==> src/rtl/cpu_types_pkg.sv <==
// Shared types for the MIPS pipeline: ALU opcodes, operand widths, forwarding
// and operand-select enums, and the ID/EX register bundle.
package cpu_types_pkg;

    localparam int WORD_W = 32;
    localparam int REG_W  = 5;

    typedef logic [WORD_W-1:0] word_t;
    typedef logic [REG_W-1:0]  regbits_t;

    typedef enum logic [3:0] {
        ALU_SLL  = 4'b0000,
        ALU_SRL  = 4'b0001,
        ALU_ADD  = 4'b0010,
        ALU_SUB  = 4'b0011,
        ALU_AND  = 4'b0100,
        ALU_OR   = 4'b0101,
        ALU_XOR  = 4'b0110,
        ALU_NOR  = 4'b0111,
        ALU_SLT  = 4'b1010,
        ALU_SLTU = 4'b1011
    } aluop_t;

    typedef enum logic [1:0] {
        FWD_REG = 2'd0,
        FWD_EXM = 2'd1,
        FWD_WB  = 2'd2
    } fwdsel_t;

    typedef enum logic [1:0] {
        BSEL_RT    = 2'd0,
        BSEL_IMM   = 2'd1,
        BSEL_SHAMT = 2'd2,
        BSEL_LUI   = 2'd3
    } bsel_t;

    typedef struct packed {
        logic     valid;
        logic     regwr;
        regbits_t wsel;
        regbits_t rs;
        regbits_t rt;
        word_t    rdat1;
        word_t    rdat2;
        word_t    imm;
        logic [4:0] shamt;
        aluop_t   aluop;
        logic     asel;
        bsel_t    bsel;
    } idex_t;

    // EX/MEM is the younger producer, so it is checked first; r0 is hardwired.
    function automatic fwdsel_t fwd_pick(
        input regbits_t src,
        input logic     exm_valid,
        input logic     exm_regwr,
        input regbits_t exm_wsel,
        input logic     wb_regwr,
        input regbits_t wb_wsel
    );
        fwdsel_t sel;
        sel = FWD_REG;
        if (src != '0) begin
            if (exm_valid && exm_regwr && (exm_wsel == src)) begin
                sel = FWD_EXM;
            end else if (wb_regwr && (wb_wsel == src)) begin
                sel = FWD_WB;
            end
        end
        return sel;
    endfunction

endpackage

==> src/rtl/ex_operand_stage_if.sv <==
// Decode-side, writeback-side and ALU-side signals of the ID/EX operand stage.
interface ex_operand_stage_if;
    import cpu_types_pkg::*;

    logic     stall;
    logic     flush;
    logic     id_valid;
    word_t    id_rdat1;
    word_t    id_rdat2;
    regbits_t id_rs;
    regbits_t id_rt;
    regbits_t id_wsel;
    word_t    id_imm;
    logic [4:0] id_shamt;
    aluop_t   id_aluop;
    logic     id_asel;
    logic [1:0] id_bsel;
    logic     id_regwr;
    logic     exm_regwr;
    logic     exm_valid;
    regbits_t exm_wsel;
    word_t    exm_dat;
    logic     wb_regwr;
    regbits_t wb_wsel;
    word_t    wb_dat;
    word_t    portA;
    word_t    portB;
    aluop_t   ALUOP;
    logic     ex_valid;
    logic     ex_regwr;
    regbits_t ex_wsel;
    word_t    ex_rtdat;
    logic [1:0] fwd_a;
    logic [1:0] fwd_b;

    modport master (
        output stall, flush, id_valid, id_rdat1, id_rdat2, id_rs, id_rt, id_wsel,
               id_imm, id_shamt, id_aluop, id_asel, id_bsel, id_regwr,
               exm_regwr, exm_valid, exm_wsel, exm_dat, wb_regwr, wb_wsel, wb_dat,
        input  portA, portB, ALUOP, ex_valid, ex_regwr, ex_wsel, ex_rtdat, fwd_a, fwd_b
    );

    modport slave (
        input  stall, flush, id_valid, id_rdat1, id_rdat2, id_rs, id_rt, id_wsel,
               id_imm, id_shamt, id_aluop, id_asel, id_bsel, id_regwr,
               exm_regwr, exm_valid, exm_wsel, exm_dat, wb_regwr, wb_wsel, wb_dat,
        output portA, portB, ALUOP, ex_valid, ex_regwr, ex_wsel, ex_rtdat, fwd_a, fwd_b
    );

endinterface

==> src/rtl/ex_operand_stage_forward_unit.sv <==
// Combinational RAW-hazard forwarding select for two source registers; also
// usable by the decode-stage branch comparator.
module forward_unit
    import cpu_types_pkg::*;
(
    input  regbits_t rs_i,
    input  regbits_t rt_i,
    input  logic     exm_valid_i,
    input  logic     exm_regwr_i,
    input  regbits_t exm_wsel_i,
    input  logic     wb_regwr_i,
    input  regbits_t wb_wsel_i,
    output fwdsel_t  fwd_rs_o,
    output fwdsel_t  fwd_rt_o
);

    regbits_t src [2];
    fwdsel_t  sel [2];

    assign src[0] = rs_i;
    assign src[1] = rt_i;

    generate
        for (genvar gi = 0; gi < 2; gi++) begin : g_operand
            assign sel[gi] = fwd_pick(src[gi], exm_valid_i, exm_regwr_i, exm_wsel_i,
                                      wb_regwr_i, wb_wsel_i);
        end
    endgenerate

    assign fwd_rs_o = sel[0];
    assign fwd_rt_o = sel[1];

endmodule

==> src/rtl/ex_operand_stage.sv <==
// ID/EX pipeline register with EX/MEM and MEM/WB operand forwarding feeding
// the execute-stage ALU operands.
module ex_operand_stage
    import cpu_types_pkg::*;
(
    input  logic               CLK,
    input  logic               RST,
    ex_operand_stage_if.slave  bus
);

    idex_t   stage_q;
    idex_t   stage_d;
    fwdsel_t sel_rs;
    fwdsel_t sel_rt;
    word_t   fwd_rs;
    word_t   fwd_rt;
    word_t   port_b;

    forward_unit u_forward_unit (
        .rs_i        (stage_q.rs),
        .rt_i        (stage_q.rt),
        .exm_valid_i (bus.exm_valid),
        .exm_regwr_i (bus.exm_regwr),
        .exm_wsel_i  (bus.exm_wsel),
        .wb_regwr_i  (bus.wb_regwr),
        .wb_wsel_i   (bus.wb_wsel),
        .fwd_rs_o    (sel_rs),
        .fwd_rt_o    (sel_rt)
    );

    always_comb begin
        case (sel_rs)
            FWD_EXM: fwd_rs = bus.exm_dat;
            FWD_WB:  fwd_rs = bus.wb_dat;
            default: fwd_rs = stage_q.rdat1;
        endcase
        case (sel_rt)
            FWD_EXM: fwd_rt = bus.exm_dat;
            FWD_WB:  fwd_rt = bus.wb_dat;
            default: fwd_rt = stage_q.rdat2;
        endcase
    end

    always_comb begin
        stage_d.valid = bus.id_valid;
        stage_d.regwr = bus.id_regwr;
        stage_d.wsel  = bus.id_wsel;
        stage_d.rs    = bus.id_rs;
        stage_d.rt    = bus.id_rt;
        stage_d.rdat1 = bus.id_rdat1;
        stage_d.rdat2 = bus.id_rdat2;
        stage_d.imm   = bus.id_imm;
        stage_d.shamt = bus.id_shamt;
        stage_d.aluop = bus.id_aluop;
        stage_d.asel  = bus.id_asel;
        stage_d.bsel  = bsel_t'(bus.id_bsel);
        if (bus.flush) begin
            stage_d = '0;
        end else if (bus.stall) begin
            // Capture forwarded operands so a producer retiring mid-stall is kept.
            stage_d       = stage_q;
            stage_d.rdat1 = fwd_rs;
            stage_d.rdat2 = fwd_rt;
        end
    end

    always_ff @(posedge CLK) begin
        if (RST) begin
            stage_q <= '0;
        end else begin
            stage_q <= stage_d;
        end
    end

    always_comb begin
        case (stage_q.bsel)
            BSEL_IMM:   port_b = stage_q.imm;
            BSEL_SHAMT: port_b = {{(WORD_W-5){1'b0}}, stage_q.shamt};
            BSEL_LUI:   port_b = {stage_q.imm[15:0], 16'h0000};
            default:    port_b = fwd_rt;
        endcase
    end

    assign bus.portA    = stage_q.asel ? fwd_rt : fwd_rs;
    assign bus.portB    = port_b;
    assign bus.ALUOP    = stage_q.aluop;
    assign bus.ex_valid = stage_q.valid;
    assign bus.ex_regwr = stage_q.regwr;
    assign bus.ex_wsel  = stage_q.wsel;
    assign bus.ex_rtdat = fwd_rt;
    assign bus.fwd_a    = stage_q.valid ? sel_rs : FWD_REG;
    assign bus.fwd_b    = stage_q.valid ? sel_rt : FWD_REG;

endmodule
==> src/flat_wrapper.sv <==
// flat-port wrapper written by rule: the top's interface ports become plain ports
module ex_operand_stage_flat import cpu_types_pkg::*;
  (CLK, RST, bus_stall, bus_flush, bus_id_valid, bus_id_rdat1, bus_id_rdat2, bus_id_rs, bus_id_rt, bus_id_wsel, bus_id_imm, bus_id_shamt, bus_id_aluop, bus_id_asel, bus_id_bsel, bus_id_regwr, bus_exm_regwr, bus_exm_valid, bus_exm_wsel, bus_exm_dat, bus_wb_regwr, bus_wb_wsel, bus_wb_dat, bus_portA, bus_portB, bus_ALUOP, bus_ex_valid, bus_ex_regwr, bus_ex_wsel, bus_ex_rtdat, bus_fwd_a, bus_fwd_b);
  ex_operand_stage_if bus_i ();
  input  logic CLK;
  input  logic RST;
  input wire logic [$bits(bus_i.stall)-1:0] bus_stall;
  input wire logic [$bits(bus_i.flush)-1:0] bus_flush;
  input wire logic [$bits(bus_i.id_valid)-1:0] bus_id_valid;
  input wire logic [$bits(bus_i.id_rdat1)-1:0] bus_id_rdat1;
  input wire logic [$bits(bus_i.id_rdat2)-1:0] bus_id_rdat2;
  input wire logic [$bits(bus_i.id_rs)-1:0] bus_id_rs;
  input wire logic [$bits(bus_i.id_rt)-1:0] bus_id_rt;
  input wire logic [$bits(bus_i.id_wsel)-1:0] bus_id_wsel;
  input wire logic [$bits(bus_i.id_imm)-1:0] bus_id_imm;
  input wire logic [$bits(bus_i.id_shamt)-1:0] bus_id_shamt;
  input wire logic [$bits(bus_i.id_aluop)-1:0] bus_id_aluop;
  input wire logic [$bits(bus_i.id_asel)-1:0] bus_id_asel;
  input wire logic [$bits(bus_i.id_bsel)-1:0] bus_id_bsel;
  input wire logic [$bits(bus_i.id_regwr)-1:0] bus_id_regwr;
  input wire logic [$bits(bus_i.exm_regwr)-1:0] bus_exm_regwr;
  input wire logic [$bits(bus_i.exm_valid)-1:0] bus_exm_valid;
  input wire logic [$bits(bus_i.exm_wsel)-1:0] bus_exm_wsel;
  input wire logic [$bits(bus_i.exm_dat)-1:0] bus_exm_dat;
  input wire logic [$bits(bus_i.wb_regwr)-1:0] bus_wb_regwr;
  input wire logic [$bits(bus_i.wb_wsel)-1:0] bus_wb_wsel;
  input wire logic [$bits(bus_i.wb_dat)-1:0] bus_wb_dat;
  output wire logic [$bits(bus_i.portA)-1:0] bus_portA;
  output wire logic [$bits(bus_i.portB)-1:0] bus_portB;
  output wire logic [$bits(bus_i.ALUOP)-1:0] bus_ALUOP;
  output wire logic [$bits(bus_i.ex_valid)-1:0] bus_ex_valid;
  output wire logic [$bits(bus_i.ex_regwr)-1:0] bus_ex_regwr;
  output wire logic [$bits(bus_i.ex_wsel)-1:0] bus_ex_wsel;
  output wire logic [$bits(bus_i.ex_rtdat)-1:0] bus_ex_rtdat;
  output wire logic [$bits(bus_i.fwd_a)-1:0] bus_fwd_a;
  output wire logic [$bits(bus_i.fwd_b)-1:0] bus_fwd_b;
  assign bus_i.stall = bus_stall;
  assign bus_i.flush = bus_flush;
  assign bus_i.id_valid = bus_id_valid;
  assign bus_i.id_rdat1 = bus_id_rdat1;
  assign bus_i.id_rdat2 = bus_id_rdat2;
  assign bus_i.id_rs = bus_id_rs;
  assign bus_i.id_rt = bus_id_rt;
  assign bus_i.id_wsel = bus_id_wsel;
  assign bus_i.id_imm = bus_id_imm;
  assign bus_i.id_shamt = bus_id_shamt;
  assign bus_i.id_aluop = bus_id_aluop;
  assign bus_i.id_asel = bus_id_asel;
  assign bus_i.id_bsel = bus_id_bsel;
  assign bus_i.id_regwr = bus_id_regwr;
  assign bus_i.exm_regwr = bus_exm_regwr;
  assign bus_i.exm_valid = bus_exm_valid;
  assign bus_i.exm_wsel = bus_exm_wsel;
  assign bus_i.exm_dat = bus_exm_dat;
  assign bus_i.wb_regwr = bus_wb_regwr;
  assign bus_i.wb_wsel = bus_wb_wsel;
  assign bus_i.wb_dat = bus_wb_dat;
  assign bus_portA = bus_i.portA;
  assign bus_portB = bus_i.portB;
  assign bus_ALUOP = bus_i.ALUOP;
  assign bus_ex_valid = bus_i.ex_valid;
  assign bus_ex_regwr = bus_i.ex_regwr;
  assign bus_ex_wsel = bus_i.ex_wsel;
  assign bus_ex_rtdat = bus_i.ex_rtdat;
  assign bus_fwd_a = bus_i.fwd_a;
  assign bus_fwd_b = bus_i.fwd_b;
  ex_operand_stage u_core (.CLK(CLK), .RST(RST), .bus(bus_i));
endmodule
==> config.mk <==
export PLATFORM = sky130hd
export DESIGN_NAME = ex_operand_stage_flat
export DESIGN_NICKNAME = d
export VERILOG_FILES = /design/src/rtl/cpu_types_pkg.sv /design/src/rtl/ex_operand_stage_if.sv /design/src/rtl/ex_operand_stage_forward_unit.sv /design/src/rtl/ex_operand_stage.sv /design/src/flat_wrapper.sv
export SDC_FILE = /design/constraint.sdc
export NUM_CORES = 1
export LEC_CHECK = 0
export CAP_MARGIN = 20
export CORE_ASPECT_RATIO = 0.9
export CORE_UTILIZATION = 30
export CTS_BUF_LIST = sky130_fd_sc_hd__clkbuf_8
export CTS_CLUSTER_DIAMETER = 100
export DETAILED_ROUTE_END_ITERATION = 7
export GPL_ROUTABILITY_DRIVEN = 0
export GPL_TIMING_DRIVEN = 0
export PLACE_DENSITY = 0.64
export SKIP_CTS_REPAIR_TIMING = 1
export SYNTH_ARGS = -nofsm -noshare
export SYNTH_HDL_FRONTEND = slang
export SYNTH_SLANG_ARGS = --single-unit
==> constraint.sdc <==
create_clock -name CLK -period 4.1 [get_ports CLK]
set_input_delay 1.23 -clock CLK [delete_from_list [all_inputs] [get_ports CLK]]
set_output_delay 1.23 -clock CLK [all_outputs]
set_load 0.02 [all_outputs]
==> impl_metrics.ini, run 1 <==
[outcome]
violations = negative setup slack
status = finished with violations

[yosys]
async_reset_ff_frac = 0
ys.flop_type = dfxtp_1
yosysTopAreaCellShare = 0.353
synth_edf_count = 0
yosys-top-cells-area = dfxtp_1 35%, mux2i_1 19%, a221oi_1 7.9%, nor2_1 7.2%, a21oi_1 4.6%
synthCells = 845
syn-num-nets = 1055
synth-seq-cells = 125
syn_area_sq_um = 7100
yosysWarnings = 0
yosysTopAreaCell = dfxtp_1
yosysSeqAreaShare = 0.353
avgSynthCellArea_sq_um = 8.40
synth_cell_types = 38

[global_route]
antenna_found_initial = 3
grt_pass1_vias = 7691
grtUsageTotal = 0.267
grt_max_degree = 17
grt-ovfl-total = 0
grt_pass1_wl_microns = 47500

[cts]
cts_buffers = 17
clock_path_buffers = 2
h-tree-depth = 4
cts_tree = built
cts.clk_slew.worst_paths_ns = 0.09
insertion_delay_ns = 0.46
cts.sinks = 125
clock-root-buffer = clkbuf_8

[finish]
post-route-util = 0.608
drive_above_1_share = 0.374
layout.nets = 1450
syn2layout_area_growth_pct = 99.3
fin_area_sq_um = 14100

[worst_setup_path]
critPathMaxFanout = 8
startpoint_type = input pin
timing_worst_setup_path_type = in2out
critPathRequiredTime_ns = 2.87
cp.arrival_ns = 3.53
end_kind = output port

[sta]
period_minus_slack_ns = 4.76
fin_skew_ns = 0.0130
finalHoldViolCount = 0
drv_slew = 0
maxSlewHeadroom = 0.334
worst_pin_slew_ns = 0.999
period_share = 1.16
setup_viol = 96
max_freq_ghz = 0.210
fin_ws_ns = -0.665
rsz0062_at_grt = yes

[placed_design]
portBuffers = 315
placed_cell_area_sq_um = 12000
place_hpwl_microns = 25500

[power_and_ir_drop]
irDropWorstVdd_mv = 0.181
p_leak_uw = 0.00587
p_per_area_nw_per_um2 = 237

[floorplan]
die_h_microns = 148
ioPinCount = 317
dieArea_sq_um = 24300
fp.coreArea_sq_um = 23300
start_util = 0.305
rows = 53
die_w_microns = 164

[routing]
drtIter0Drc = 436
detail-route-antenna-nets = 0
firstDrtPassIters = 4
vias = 7951
via_per_inst = 5.11
drc = 0
wire_per_inst_microns = 22.6
drt-total-wl_microns = 35100

[run]
cap_violations = 0

[hold_path]
hp-class = reg2reg
## cell usage in the layout, fill, tap and decap left out, drive strengths merged, types with 2 or more instances in the layout
cell type	netlist	layout
mux2i	133	133
nor3	3	3
and2	3	3
dlymetal6s2s	0	5
o21ai	3	3
nand2	38	38
ha	4	4
clkdlybuf4s50	0	205
nand3	22	22
bufinv	0	3
o31ai	6	6
xnor2	13	13
or2	3	3
xor2	4	4
mux2	26	26
a21oi	68	68
a221oi	64	64
clkbuf	26	55
dfxtp	125	125
nand3b	11	11
nand4	3	3
buf	55	209
a22oi	4	4
o211ai	5	5
clkinvlp	0	2
nor2	136	136
nor2b	8	8
inv	64	71
clkinv	0	3
nand2b	5	5
or3	6	6
## power breakdown
group          switching [uW]  leakage (uW)  internal (uW)  total, uW
clock network             593      0.000211            613       1210
logic                     415       0.00464            456        871
registers                22.9       0.00102           1250       1280
## kinds of logic after synthesis
family / Yosys count / synth area share
AO/OA/AOI/OAI: 153 / 0.151
XOR/XNOR: 17 / 0.0210
adder cells (fa/ha/maj): 4 / 0.00705
buffers and inverters: 145 / 0.0903
flip-flops: 125 / 0.353
multiplexers: 159 / 0.229
AND/OR/NAND/NOR: 242 / 0.150
## registers in the layout, indices dropped and copies added, names as in the netlist
name and cells:
u_core.bus.ex_valid 1, u_core.stage_q 114, u_core.bus.ex_regwr 1, u_core.bus.ALUOP 4, u_core.bus.ex_wsel 5
## critical path, cell delays in order
cell and delay [ns]:
buf_6 0.10, nor2b_4 0.12, a2111oi_4 0.31, o211ai_1 0.19
nor2_1 0.18, ha_2 0.33, buf_12 0.17, clkbuf_16 0.17
a221oi_4 0.20, a21oi_2 0.08, mux2_4 0.29, buf_6 0.13
## Yosys cell counts (6+ instances only)
master / instances
a21oi_1: 65
nor2_1: 136
mux2i_1: 133
nand3b_1: 11
or3_1: 6
clkbuf_1: 26
dfxtp_1: 125
nor2b_1: 8
o31ai_1: 6
mux2_2: 26
buf_2: 41
nand2_1: 38
nand3_1: 22
xnor2_1: 13
a221oi_1: 64
inv_1: 64
buf_4: 12
## final cells by class
class	count	area, sq um
Buffer	80	706
Clock buffer	17	234
Multi-Input combinational cell	575	5880
Timing Repair Buffer	377	4020
Antenna cell	1	2.50
Clock inverter	15	186
Sequential cell	125	2500
Inverter	64	240
Fill cell	1954	9130
Tap cell	302	378
## per-layer routing
metal  vias up  share of wire  global-route usage  routed length (microns)
met4         4          0.017              0.0782                      610
met3        38          0.066              0.0659                     2320
met5         -        0.00074                   0                       26
met2       307           0.48               0.444                    16900
li1       3769              -                   -                        -
met1      3833           0.44               0.340                    15300
## metrics by stage
| step | setup TNS (ns) | hold slack, ns | std cells | total power [uW] | worst slack (ns) |
|---|---|---|---|---|---|
| 2_1_floorplan | -6.41 | 0.463 | 845 | 1660 | -0.170 |
| 3_3_place_gp | -135.56 | 0.473 | 1462 | 2070 | -1.61 |
| 3_5_place_dp | -135.44 | 0.487 | 1462 | 2080 | -1.63 |
| 4_1_cts | -136.11 | 0.508 | 1494 | 3290 | -1.64 |
| 5_1_grt | -55.60 | 0.526 | 1556 | 3480 | -0.716 |
| 6_report | -49.09 | 0.498 | 1556 | 3350 | -0.665 |
## worst paths after layout
kind | to | slack, ns | startpoint | depth (start not counted)
worst min register to register | u_core.bus.ALUOP[2] | 0.50 | u_core.bus.ALUOP[2] | 2
worst max-delay path | bus_portA[14] | -0.66 | bus_wb_wsel[1] | 12
worst max register to register | u_core.stage_q[72] | 1.24 | u_core.stage_q[108] | 13
worst min-delay path | u_core.bus.ALUOP[2] | 0.50 | u_core.bus.ALUOP[2] | 2
Power figures use the tool's default switching activity.
==> run 2: changes to the inputs <==
PLACE_DENSITY = 0.62   (was 0.64)
clock period = 5.3 ns   (was 4.1 ns; I/O delays follow)
==> run 2 against run 1 <==
Compared with the run above: the run still ends with negative setup slack left; via count grew 0.96%; count of clock-buffer cells in the layout grew 1; die area is the same; clock power shrank 18%; hold slack gained 0.0074 ns; critical endpoint is now bus_portA[15].
==> impl_metrics.ini, run 2 (synthesis gave the netlist of run 1 again) <==
[cts]
cts.clk_slew.worst_paths_ns = 0.08
cts_tree = built
clock_path_buffers = 2
insertion_delay_ns = 0.46
cts.sinks = 125
h-tree-depth = 4
cts_buffers = 17
clock-root-buffer = clkbuf_8

[sta]
maxSlewHeadroom = 0.415
period_share = 1.05
fin_skew_ns = 0.0114
fin_ws_ns = -0.244
worst_pin_slew_ns = 0.878
setup_viol = 74
max_freq_ghz = 0.180
drv_slew = 0
period_minus_slack_ns = 5.54
worst_hold_slack_ns = 0.506
finalHoldViolCount = 0
rsz0062_at_grt = yes

[global_route]
grt_max_degree = 17
grtUsageTotal = 0.253
grt-ovfl-total = 0
grt_pass1_wl_microns = 45100
antenna_found_initial = 4
grt_pass1_vias = 7368

[finish]
drive_above_1_share = 0.329
syn2layout_area_growth_pct = 87.3
fin_area_sq_um = 13300
layout.nets = 1448
final.fill_count = 1993
largest_reg_flops = 114
final_common_cell = clkdlybuf4s50_1
num_antenna_cells = 0
regMostFlops = u_core.stage_q
post-route-util = 0.571
final_cell_count_no_fill = 1553
final_cell_mix = 206 x clkdlybuf4s50_1, 136 x nor2_1, 133 x mux2i_1, 125 x dfxtp_1, 64 x inv_1

[floorplan]
die_w_microns = 164
fp.coreArea_sq_um = 23300
die_h_microns = 148
dieArea_sq_um = 24300
rows = 53
ioPinCount = 317
start_util = 0.305

[worst_setup_path]
cpPeakStageDelay_ns = 0.30
critPathMaxFanout = 10
cp.arrival_ns = 3.95
timing_worst_setup_path_type = in2out
crit_family = buffers and inverters
critPathRequiredTime_ns = 3.71
path_common_cell = buf_4
startpoint_type = input pin
ff2ff_setup_slack_ns = 2.47
crit_slowest_cell = or2_4
crit_buf_inv = 5
end_kind = output port
path_cells = buf_2 > xnor2_2 > nand4_1 > or2_4 > and2_4 > ha_4 > buf_8 > buf_6 > a221oi_4 > a21oi_4 > buf_4 > mux2_2 > buf_4

[placed_design]
place_hpwl_microns = 24300
placed_cell_area_sq_um = 10600
dp.cells = 1462
portBuffers = 315

[routing]
drc = 0
firstDrtPassIters = 5
wire_per_inst_microns = 22.4
via_per_inst = 5.17
drt-total-wl_microns = 34900
detail-route-antenna-nets = 0
vias = 8027
drtIter0Drc = 552

[power_and_ir_drop]
p_leak_uw = 0.00587
p_per_area_nw_per_um2 = 196
p_total_uw = 2610
irDropWorstVdd_mv = 0.121

[outcome]
violations = negative setup slack
status = finished with violations

[hold_path]
hp-class = reg2reg

[run]
cap_violations = 0
[run 2: where the power goes]
group	internal (uW)	total [uW]	switching [uW]
clock	536	998	461
sequential	970	988	18.1
combinational	320	621	301
[run 2: path summary, 6_finish.rpt]
path / startpoint / end / cells after the start
setup / recovery: bus_exm_wsel[4] / bus_portA[15] / 13
hold reg to reg: u_core.bus.ex_regwr / u_core.bus.ex_regwr / 2
setup reg to reg: u_core.stage_q[108] / u_core.stage_q[71] / 12
hold / removal: u_core.bus.ex_regwr / u_core.bus.ex_regwr / 2
[run 2: area by class of cell]
class / count / area [sq um] / area share
Buffer: 81 / 662 / 0.0498
Clock buffer: 18 / 248 / 0.0186
Clock inverter: 14 / 209 / 0.0157
Inverter: 64 / 240 / 0.0181
Multi-Input combinational cell: 575 / 5400 / 0.406
Sequential cell: 125 / 2500 / 0.188
Tap cell: 302 / 378 / 0.0284
Timing Repair Buffer: 374 / 3660 / 0.275
[run 2: stage by stage]
stage	setup TNS [ns]	worst slack, ns
2_1_floorplan	-0.900	-0.0706
3_3_place_gp	-118.02	-1.51
3_5_place_dp	-119.71	-1.52
4_1_cts	-120.22	-1.53
5_1_grt	-19.73	-0.358
6_report	-10.11	-0.244
[run 2: routing by layer]
| layer | up-vias | global-route usage | wire, microns |
|---|---|---|---|
| li1 | 3747 | - | - |
| met1 | 3871 | 0.339 | 14900 |
| met2 | 342 | 0.407 | 16600 |
| met3 | 61 | 0.0505 | 2300 |
| met4 | 6 | 0.0722 | 1010 |
| met5 | - | 0 | 40 |
[run 2: tightest hold or removal path, stage by stage (launching register included)]
cell	delay, ns
dfxtp_1	0.33
mux2i_1	0.07
nor2_1	0.07
